<file path="config.mk">
export PLATFORM = sky130hd
export DESIGN_NAME = visor_breakpoint_unit
export DESIGN_NICKNAME = d
export VERILOG_FILES = /design/src/rtl/visor_bp_pkg.sv /design/src/rtl/visor_bp_channel.sv /design/src/rtl/visor_breakpoint_unit.sv
export SDC_FILE = /design/constraint.sdc
export NUM_CORES = 1
export LEC_CHECK = 0
export ABC_AREA = 1
export BUFFER_PORTS_ARGS = -buffer_cell sky130_fd_sc_hd__buf_4
export CORE_UTILIZATION = 64
export CTS_BUF_LIST = sky130_fd_sc_hd__clkbuf_2 sky130_fd_sc_hd__clkbuf_4 sky130_fd_sc_hd__clkbuf_8
export CTS_CLUSTER_DIAMETER = 120
export DETAILED_ROUTE_END_ITERATION = 8
export GPL_TIMING_DRIVEN = 0
export PLACE_DENSITY = 0.83
export RECOVER_POWER = 100
export SYNTH_ARGS = -nofsm -noshare
export SYNTH_HDL_FRONTEND = slang
export SYNTH_HIERARCHICAL = 1
export SYNTH_SLANG_ARGS = --single-unit
export TNS_END_PERCENT = 30
</file>
<file path="constraint.sdc">
create_clock -name sysclk -period 2.24 [get_ports sysclk]
set_input_delay 0.112 -clock sysclk [delete_from_list [all_inputs] [get_ports sysclk]]
set_output_delay 0.112 -clock sysclk [all_outputs]
set_load 0.02 [all_outputs]
</file>
<file path="src/rtl/visor_bp_pkg.sv">
// Shared encodings for the visor breakpoint unit: channel modes, config
// register selects, hit-source codes and the pass-counter width.
package visor_bp_pkg;

    // Channel match mode held in CTRL[1:0]; 3 is reserved and behaves as OFF.
    localparam logic [1:0] MODE_OFF   = 2'd0;
    localparam logic [1:0] MODE_EXACT = 2'd1;
    localparam logic [1:0] MODE_RANGE = 2'd2;

    // cfg_reg selects; 3 is reserved and writes nothing.
    localparam logic [1:0] REG_LO   = 2'd0;
    localparam logic [1:0] REG_HI   = 2'd1;
    localparam logic [1:0] REG_CTRL = 2'd2;

    // Cause of the captured hit.
    typedef enum logic [1:0] {
        SRC_NONE = 2'd0,
        SRC_CHAN = 2'd1,
        SRC_STEP = 2'd2,
        SRC_PBRK = 2'd3
    } hit_src_e;

    // Width of the per-channel pass counter and of CTRL[15:8].
    localparam int BP_CNT_W = 8;

endpackage

</file>
<file path="src/rtl/visor_bp_channel.sv">
// One breakpoint channel: LO/HI/CTRL storage, combinational address
// comparator, sticky pending flag and (with BP_HIT_COUNT_EN) a pass counter.
// hit_o means "this channel qualifies and is allowed to hit this cycle".
module visor_bp_channel
    import visor_bp_pkg::*;
#(
    parameter int ADDR_WIDTH = 16
) (
    input  logic                  clk_i,
    input  logic                  rst_ni,
    input  logic [ADDR_WIDTH-1:0] addr_i,
    input  logic                  exec_i,
    input  logic                  clr_i,
    input  logic                  frozen_i,
    input  logic                  we_i,
    input  logic [1:0]            reg_i,
    input  logic [15:0]           data_i,
    output logic                  hit_o
);

    logic [ADDR_WIDTH-1:0] lo_q, hi_q;
    logic [1:0]            mode_q;
    logic                  pend_q, pend_d;
    logic                  match, qual, consume;

    // Address comparator; an inverted range (HI < LO) simply never matches.
    always_comb begin
        match = 1'b0;
        case (mode_q)
            MODE_EXACT: match = (addr_i == lo_q);
            MODE_RANGE: match = (addr_i >= lo_q) && (addr_i <= hi_q);
            default:    match = 1'b0;
        endcase
    end

    assign qual    = exec_i & (pend_q | match);
    // A qualification is only acted on (hit or counted) while no hit is held.
    assign consume = qual & ~frozen_i;

`ifdef BP_HIT_COUNT_EN
    logic [BP_CNT_W-1:0] lim_q, cnt_q;
    logic                below;

    assign below = (cnt_q < lim_q);
    assign hit_o = qual & ~below;

    // Pass counter: restarts when the channel is re-aimed (LO or CTRL write).
    always_ff @(posedge clk_i or negedge rst_ni) begin
        if (!rst_ni)
            cnt_q <= '0;
        else if (we_i && (reg_i == REG_LO || reg_i == REG_CTRL))
            cnt_q <= '0;
        else if (consume && below && !clr_i)
            cnt_q <= cnt_q + 1'b1;
    end

    // Pass-count limit from CTRL[15:8].
    always_ff @(posedge clk_i or negedge rst_ni) begin
        if (!rst_ni)
            lim_q <= '0;
        else if (we_i && reg_i == REG_CTRL)
            lim_q <= data_i[15:8];
    end
`else
    assign hit_o = qual;
`endif

    // Configuration registers; reserved register select writes nothing.
    always_ff @(posedge clk_i or negedge rst_ni) begin
        if (!rst_ni) begin
            lo_q   <= '0;
            hi_q   <= '0;
            mode_q <= MODE_OFF;
        end else if (we_i) begin
            case (reg_i)
                REG_LO:   lo_q   <= data_i[ADDR_WIDTH-1:0];
                REG_HI:   hi_q   <= data_i[ADDR_WIDTH-1:0];
                REG_CTRL: mode_q <= data_i[1:0];
                default:  ;
            endcase
        end
    end

    // Pending: set by a match, dropped when consumed by a qualification or cleared.
    always_comb begin
        pend_d = pend_q | match;
        if (clr_i)
            pend_d = 1'b0;
        else if (consume)
            pend_d = 1'b0;
    end

    // Pending flag register.
    always_ff @(posedge clk_i or negedge rst_ni) begin
        if (!rst_ni)
            pend_q <= 1'b0;
        else
            pend_q <= pend_d;
    end

endmodule

</file>
<file path="src/rtl/visor_breakpoint_unit.sv">
// Visor breakpoint unit top: NUM_BP address channels plus step and software
// break sources, qualified on target assignment cycles (enable_exec) into a
// sticky bp_hit with cause mask and source. Define BP_HIT_COUNT_EN to add
// per-channel pass counting.
module visor_breakpoint_unit
    import visor_bp_pkg::*;
#(
    parameter int NUM_BP     = 4,
    parameter int ADDR_WIDTH = 16,
    localparam int SEL_W     = (NUM_BP > 1) ? $clog2(NUM_BP) : 1
) (
    input  logic                  sysclk,
    input  logic                  sysreset_n,
    input  logic [ADDR_WIDTH-1:0] code_addr,
    input  logic                  enable_exec,
    input  logic                  step,
    input  logic                  program_break,
    input  logic                  cfg_wr,
    input  logic [SEL_W-1:0]      cfg_sel,
    input  logic [1:0]            cfg_reg,
    input  logic [15:0]           cfg_data,
    input  logic                  hit_clear,
    output logic                  bp_hit,
    output logic [NUM_BP-1:0]     hit_mask,
    output logic [1:0]            hit_src
);

    logic              clr;
    logic [NUM_BP-1:0] ch_hit;
    logic              step_pend_q, step_pend_d;
    logic              pbrk_pend_q, pbrk_pend_d;
    logic              step_qual, pbrk_qual, any_qual;
    logic              bp_hit_q, bp_hit_d;
    logic [NUM_BP-1:0] hit_mask_q, hit_mask_d;
    hit_src_e          hit_src_q, hit_src_d;

    // Any config write (even to an out-of-range channel) clears hit state.
    assign clr = hit_clear | cfg_wr;

    // Channel array; an out-of-range cfg_sel selects no channel.
    for (genvar i = 0; i < NUM_BP; i++) begin : g_ch
        visor_bp_channel #(.ADDR_WIDTH(ADDR_WIDTH)) u_ch (
            .clk_i    (sysclk),
            .rst_ni   (sysreset_n),
            .addr_i   (code_addr),
            .exec_i   (enable_exec),
            .clr_i    (clr),
            .frozen_i (bp_hit_q),
            .we_i     (cfg_wr && (cfg_sel == SEL_W'(i))),
            .reg_i    (cfg_reg),
            .data_i   (cfg_data),
            .hit_o    (ch_hit[i])
        );
    end

    assign step_qual = enable_exec & (step_pend_q | step);
    assign pbrk_qual = enable_exec & (pbrk_pend_q | program_break);
    assign any_qual  = (|ch_hit) | step_qual | pbrk_qual;

    // Hit capture with priority program_break > step > channel; frozen while held.
    always_comb begin
        bp_hit_d   = bp_hit_q;
        hit_mask_d = hit_mask_q;
        hit_src_d  = hit_src_q;
        if (clr) begin
            bp_hit_d   = 1'b0;
            hit_mask_d = '0;
            hit_src_d  = SRC_NONE;
        end else if (!bp_hit_q && any_qual) begin
            bp_hit_d   = 1'b1;
            hit_mask_d = ch_hit;
            if (pbrk_qual)
                hit_src_d = SRC_PBRK;
            else if (step_qual)
                hit_src_d = SRC_STEP;
            else
                hit_src_d = SRC_CHAN;
        end
    end

    // Step / software-break pending flags, same sticky rules as channels.
    always_comb begin
        step_pend_d = step_pend_q | step;
        pbrk_pend_d = pbrk_pend_q | program_break;
        if (clr) begin
            step_pend_d = 1'b0;
            pbrk_pend_d = 1'b0;
        end else begin
            if (!bp_hit_q && step_qual) step_pend_d = 1'b0;
            if (!bp_hit_q && pbrk_qual) pbrk_pend_d = 1'b0;
        end
    end

    // Hit and pending state registers.
    always_ff @(posedge sysclk or negedge sysreset_n) begin
        if (!sysreset_n) begin
            bp_hit_q    <= 1'b0;
            hit_mask_q  <= '0;
            hit_src_q   <= SRC_NONE;
            step_pend_q <= 1'b0;
            pbrk_pend_q <= 1'b0;
        end else begin
            bp_hit_q    <= bp_hit_d;
            hit_mask_q  <= hit_mask_d;
            hit_src_q   <= hit_src_d;
            step_pend_q <= step_pend_d;
            pbrk_pend_q <= pbrk_pend_d;
        end
    end

    assign bp_hit   = bp_hit_q;
    assign hit_mask = hit_mask_q;
    assign hit_src  = hit_src_q;

endmodule

</file>
==> summary.txt, run 1 <==
Status
  • Outcome: finished, violations left
  • Violated checks: max-capacitance violations, max-slew violations, negative setup slack

Synthesis
  • Synth warn: 6
  • Async S/R FF share, synth: 100%
  • Synth Register Bits: roughly 150
  • Largest cells by area after synthesis: dfrtp_1 (39%), ha_1 (18%), nand2_1 (11%), inv_1 (10%), o21ai_0 (7.4%)
  • Mapped Nets: 1387
  • Post-synth top cells: nand2_1 (280), inv_1 (258), dfrtp_1 (149), o21ai_0 (140), ha_1 (136)
  • Most frequent cell after synthesis: nand2_1
  • Syn avg cell area: 7.88 sq um
  • Cell Area, Synth: 9520 sq um
  • Post-synth top area share: about 40%
  • Most used flip-flop cell after synthesis: dfrtp_1
  • Area leader, netlist: dfrtp_1
  • Post-synth cell types: 25
  • Post-Syn Instances: 1208
  • Seq/Total Area, Yosys: 39.2%
  • Number of synthesized flops with an enable pin: 0

Worst setup path
  • Critical Path RT: 2.63 ns
  • Buf/Inv on CP: 2
  • Startpoint Class: register
  • Crit path arrival time: 2.72 ns
  • Critical path depth: 18
  • Depth of the most critical reg-to-reg path: 18
  • Crit path largest cell delay: 0.36 ns
  • Crit-path most repeated cell: nand2_1
  • Cell family with most CP delay: simple AND/OR/NAND/NOR gates
  • Cells along the critical path: inv_1, ha_4, nand4_1, nor3_2, nand2_1, nand2_1, nand2_1, nand3_1, nand2_1, nand2_2, a21oi_2, inv_2, nand2_2, nor2_4, nand3_4, nand2_4, nand3_2, nand2_1
  • Crit. End Element: register
  • CP Class: register to register
  • Slowest CP cell: dfrtp_1
  • Crit-path max FO: 8

Global route
  • Met1 global-route usage: 40.7%
  • Global-route wire length before repair: between 30 and 40 mm
  • Initial antenna violation count: 0
  • GRT overflow: 0
  • GRT Total Usage: 31.5%
  • Pin count of the biggest net entering global routing: 82
  • Met2 usage: 53.1%
  • Vias in the first global route: 7746
  • Routing usage on met3: 4.81%
  • Top Usage Layer GRT: met2

Clock tree
  • Clk buf depth: 2
  • Clk pin slew, worst setup/hold paths: roughly 0.08 ns
  • H-Tree Depth: 4
  • Root Driver: clkbuf_8
  • Num Clock Sinks: about 150
  • Clock Latency Late Sink: approximately 0.45 ns
  • CTS tree: built
  • Cts bufs inserted: 17

Finish
  • P&R area growth vs syn: 17.1%
  • Fin cells: around 1500
  • Diode count: 0
  • Final core utilization: 76.7%
  • Final nets: 1488
  • Layout cells sized above 1: between 10% and 20%

Placement
  • # port buffers: 49
  • Pre-CTS setup slack: -0.292 ns
  • Placed insts: 1442
  • Final GP Congestion: between 0.8 and 0.9
  • DP HPWL: approximately 17 mm

Routing
  • Routed via count: 8124
  • Final ANT Viol Nets: 0
  • DRC viols: 0
  • Initial drt markers: 608
  • Pre-antenna DRT Iters: 7
  • Average wire per cell in the routed design: 15.5 um
  • Detailed-route wire length: around 23 mm
  • Vias/cell: 5.39

Run
  • Max_cap viols: 1

Die
  • Die width: about 120 um
  • Initial core utilization: 65.5%
  • Die Area: 15400 sq um
  • Die height: 124 um
  • Top-level port count: 50
  • Core Rows: 44
  • Core Region: 14500 sq um

Timing
  • Slew Limit Fails: 69
  • Clock skew: 0.0108 ns
  • Fin. Hold Viols: 0
  • RSZ-0062 raised after global routing: yes
  • Fmax: 0.430 GHz
  • Min Hold Slack: around 0.073 ns
  • Setup-failing EPs final: 7
  • Worst-Margin Slew: 1.81 ns
  • Final worst slack: -0.0855 ns
  • Fin crit share: 104%
  • Normalized max-slew margin: -20.4%
  • Min Tclk post-route: between 2 and 2.5 ns

Power and ir drop
  • Power Dens Cells: between 700 and 800 nW/um^2
  • Total power: 8.49 mW
  • Leakage: 5.97 nW
  • Max VDD drop: 0.000479 V

Worst hold path
  • WHS Path Cells: 4
  • Worst hold path type: primary input to register
[state kept, by name (all words and copies together), names as in the netlist]
signal,cells
g_ch.u_ch/mode_q,8
g_ch.u_ch/pend_q,4
hit_mask,4
pbrk_pend_q,1
bp_hit,1
step_pend_q,1
g_ch.u_ch/lo_q,64
hit_src,2
g_ch.u_ch/hi_q,64
[metal layers]
layer	vias up	wire length, um
met1	3841	10100
met2	231	11400
met5	-	0
li1	4004	-
met3	48	1090
met4	0	783
[timing repair]
| item | 4_1_cts | 5_1_grt |
|---|---|---|
| pin swaps | 9 | 34 |
| hold endpoints to repair | 189 | 0 |
| buffers inserted | 0 | 10 |
| setup endpoints to repair | 7 | 7 |
| hold buffers | 22 | 0 |
| gates resized for setup | 14 | 45 |
[logic make-up after synthesis]
family          share of synthesized area [%]
compound gates                           12.8
fa+ha+maj                                17.9
flops                                    39.2
simple gates                             18.6
buf+inv                                  11.6
[worst reg2reg max path: cells and delay by family (launching register included)]
| kind | cells | cell delay, ns |
|---|---|---|
| compound gates | 1 | 0.08 |
| simple gates | 14 | 1.43 |
| buf+inv | 2 | 0.13 |
| flops | 1 | 0.36 |
| fa+ha+maj | 1 | 0.28 |
[cells in the final DEF, fill, tap and decap left out, types with 8 or more instances in the layout]
| master | instances |
|---|---|
| nand2_1 | 269 |
| inv_1 | 253 |
| dfrtp_1 | 149 |
| o21ai_0 | 140 |
| ha_1 | 123 |
| buf_4 | 50 |
| nor2_1 | 46 |
| a21oi_1 | 36 |
| clkbuf_1 | 32 |
| nand3_1 | 29 |
| nand2_2 | 24 |
| dlygate4sd3_1 | 22 |
| clkbuf_8 | 20 |
| ha_4 | 13 |
| a21oi_2 | 11 |
| o21bai_1 | 11 |
| nor2_4 | 10 |
| nand4_1 | 10 |
| inv_2 | 9 |
| a21o_1 | 8 |
[worst paths after layout]
check                                        to                  start  slack (ns)
min                         g_ch[1].u_ch/pend_q            enable_exec        0.07
max in group asynchronous  g_ch[3].u_ch/lo_q[1]             sysreset_n        0.38
max                                 hit_mask[1]  g_ch[2].u_ch/hi_q[11]       -0.09
max reg2reg                         hit_mask[1]  g_ch[2].u_ch/hi_q[11]       -0.09
min reg2reg                g_ch[1].u_ch/lo_q[4]   g_ch[1].u_ch/lo_q[4]        0.49
min in group asynchronous  g_ch[0].u_ch/hi_q[4]             sysreset_n        0.67
[through the flow]
step / setup TNS [ns] / cell area, sq um
5_1_grt: -1.82 / 11100
4_1_cts: -0.683 / 10900
3_3_place_gp: -1.33 / 10100
3_5_place_dp: -1.84 / 10100
2_1_floorplan: 0 / 9520
6_report: -0.485 / 11100
[cell type report]
cell class | instances | area (sq um)
multi-input cells | 771 | 4980
plain buffers | 25 | 101
flip-flops and latches | 149 | 3730
fillers | 1052 | 3390
well taps | 184 | 230
clock inverters | 12 | 173
repair buffers | 82 | 651
inverters | 263 | 1000
clock buffers | 20 | 275
[where the power goes]
part,internal (mW),switching (mW)
Sequential,3.19,0.300
Clock,1.30,1.04
Combinational,1.11,1.54
Total,5.61,2.88
Power figures use the tool's default switching activity.
==> inputs of run 2 (changes only) <==
--- a/config.mk
+++ b/config.mk
@@ -14,6 +14,7 @@
 export GPL_TIMING_DRIVEN = 0
 export PLACE_DENSITY = 0.83
 export RECOVER_POWER = 100
+export REMOVE_ABC_BUFFERS = 1
 export SYNTH_ARGS = -nofsm -noshare
 export SYNTH_HDL_FRONTEND = slang
 export SYNTH_HIERARCHICAL = 1
==> run 2 against run 1 <==
Against the previous run:
- the run still ends with max-capacitance violations, max-slew violations, negative setup slack left
- flip-flop and latch count unchanged
- largest power group unchanged
- highest routed layer unchanged
- clock skew is essentially flat
- critical path type unchanged
- combinational power is 2% higher
==> summary.txt, run 2 (synthesized netlist as in run 1, its figures left out) <==
Status
  • Outcome: finished, violations left
  • Violated checks: max-capacitance violations, max-slew violations, negative setup slack

Clock tree
  • Clock Latency Late Sink: 0.47 ns
  • Clk pin slew, worst setup/hold paths: 0.09 ns
  • CTS tree: built
  • Cts bufs inserted: 17
  • Num Clock Sinks: 149
  • H-Tree Depth: 4
  • Root Driver: clkbuf_8
  • Clk buf depth: 2

Worst setup path
  • Crit path arrival time: 2.86 ns
  • CP Class: register to register
  • Crit. End Element: register
  • Critical Path RT: 2.64 ns
  • Worst R2R Start: g_ch[3].u_ch/lo_q[13]
  • Startpoint Class: register
  • Crit-path max FO: 8
  • Flop2flop setup slack: -0.22 ns
  • Worst r2r dst: hit_mask[0]
  • Depth of the most critical reg-to-reg path: 19

Finish
  • Fin cells: 1487
  • Final nets: 1469
  • Fillers: 1046
  • Most common cell after layout, fill and taps aside: nand2_1
  • Most frequent cells in the layout: nand2_1 (270), inv_1 (251), dfrtp_1 (149), o21ai_0 (138), ha_1 (126)
  • Largest registers: g_ch.u_ch/hi_q: 64 flops, g_ch.u_ch/lo_q: 64 flops, g_ch.u_ch/mode_q: 8 flops
  • Final core utilization: between 70 and 80%
  • P&R area growth vs syn: 17.0%
  • Cell area after layout: 11100 sq um
  • Diode count: 0
  • Layout cells sized above 1: 15.0%

Worst hold path
  • Worst hold path type: primary input to register
  • Hold path startpoint: cfg_reg[1]
  • Worst Hold End: g_ch[2].u_ch/mode_q[0]
  • WHS Path Cells: 3

Routing
  • Detailed-route wire length: between 20 and 25 mm
  • DRC viols: 0
  • Vias/cell: 5.37
  • Routed via count: around 8000
  • Final ANT Viol Nets: 0
  • Average wire per cell in the routed design: between 15 and 20 um
  • Initial drt markers: 504
  • Pre-antenna DRT Iters: 7

Timing
  • Fmax: 0.406 GHz
  • Slew Limit Fails: 63
  • Fin. Hold Viols: 0
  • Worst-Margin Slew: 1.60 ns
  • Setup-failing EPs final: 7
  • Normalized max-slew margin: -6.72%
  • Fin crit share: 110%
  • Final worst slack: -0.220 ns
  • RSZ-0062 raised after global routing: yes
  • Min Tclk post-route: 2.46 ns
  • Total negative slack: -1.32 ns
  • Clock skew: roughly 0.011 ns

Placement
  • # port buffers: 49
  • Final GP Congestion: ~0.86
  • Placed insts: about 1400
  • Area post-placement: about 10000 sq um
  • DP HPWL: 15.6 mm

Global route
  • GRT Total Usage: about a third
  • Pin count of the biggest net entering global routing: slightly below 90
  • Initial antenna violation count: 0
  • Vias in the first global route: 7845
  • Global-route wire length before repair: 36.0 mm
  • GRT overflow: 0

Die
  • Top-level port count: 50
  • Die width: 124 um
  • Die Area: 15400 sq um
  • Core Region: 14500 sq um
  • Initial core utilization: about two thirds
  • Core Rows: 44
  • Die height: ~120 um

Power and ir drop
  • Leakage: 5.99 nW
  • Power Dens Cells: approximately 770 nW/um^2
  • Max VDD drop: 0.000570 V

Run
  • Max_cap viols: 1
[run 2: cell count changes in the layout (fill, tap and decap cells not counted), moves of 3 or more]
| cell | delta |
|---|---|
| clkbuf_1 | -25 |
| buf_4 | +6 |
| nor2_1 | -4 |
| nor2_2 | +4 |
| clkinv_2 | -3 |
| ha_1 | +3 |
| ha_4 | -3 |
| nand3_1 | -3 |
| nor3_2 | -3 |
| nor3_4 | +3 |
[run 2: worst max-delay path: stages, from the launching register on]
cell and delay, ns:
dfrtp_1 0.36, inv_1 0.05, ha_1 0.28, a21oi_1 0.15, nor2_1 0.07, nor2_2 0.12, o21ai_2 0.07, nor2_2 0.17
nand2_1 0.08, nand3_1 0.08, nand2_1 0.07, nand2_2 0.12, a21oi_4 0.07, inv_2 0.06, nand2_4 0.05, nor2_4 0.14
nand3_4 0.13, nand2_4 0.14, nand3_1 0.09, nand2_1 0.08
[run 2: final cells by class]
| cell class | count | area (sq um) | share of cell area (%) |
|---|---|---|---|
| clock buffer | 18 | 248 | 2.22 |
| clock inverter | 14 | 199 | 1.79 |
| inverter | 263 | 1000 | 8.99 |
| multi-input combinational | 771 | 5030 | 45.2 |
| sequential | 149 | 3730 | 33.5 |
| tap | 184 | 230 | 2.07 |
| timing repair buffer | 88 | 697 | 6.26 |
[run 2: worst max path at each step]
stage,startpoint,to,slack [ns],cells after the start
after global placement,g_ch[3].u_ch/hi_q[15],hit_src[0],-0.25,17
after floorplan,g_ch[2].u_ch/lo_q[7],hit_mask[0],0.26,19
after detailed placement,g_ch[0].u_ch/hi_q[15],hit_src[1],-0.33,17
after CTS,g_ch[3].u_ch/lo_q[5],hit_mask[2],-0.09,19
final,g_ch[3].u_ch/lo_q[13],hit_mask[0],-0.22,19
after global routing,g_ch[3].u_ch/lo_q[13],hit_mask[0],-0.33,19
[run 2: per-layer routing]
metal	global-route usage, %	share of wire (%)	vias up
met5	0	0	-
met4	12.4	3.0	0
met3	5.77	5.0	49
met2	56.4	51	197
met1	37.0	41	3780
li1	-	-	3957
[run 2: report_power, final]
part           total (mW)  internal (mW)  switching (mW)
Sequential           3.49           3.19           0.292
Combinational        2.71           1.12            1.59
Clock                2.35           1.26            1.10
Total                8.55           5.57            2.98
[run 2: stage by stage]
stage | hold WS, ns | total power [mW] | setup slack, ns
after global routing | 0.0566 | 9.19 | -0.333
after detailed placement | 0.139 | 5.92 | -0.331
after CTS | -0.0403 | 8.45 | -0.0905
final | 0.0570 | 8.55 | -0.220
after floorplan | -0.184 | 5.17 | 0.262
after global placement | 0.377 | 5.74 | -0.249
[run 2: what timing repair did]
| action | in CTS | in global routing |
|---|---|---|
| pin swaps | 14 | 22 |
| setup endpoints to repair | 7 | 7 |
| hold buffers | 22 | 1 |
| gates resized for setup | 41 | 34 |
| buffers inserted | 7 | 8 |
| hold endpoints to repair | 205 | 2 |
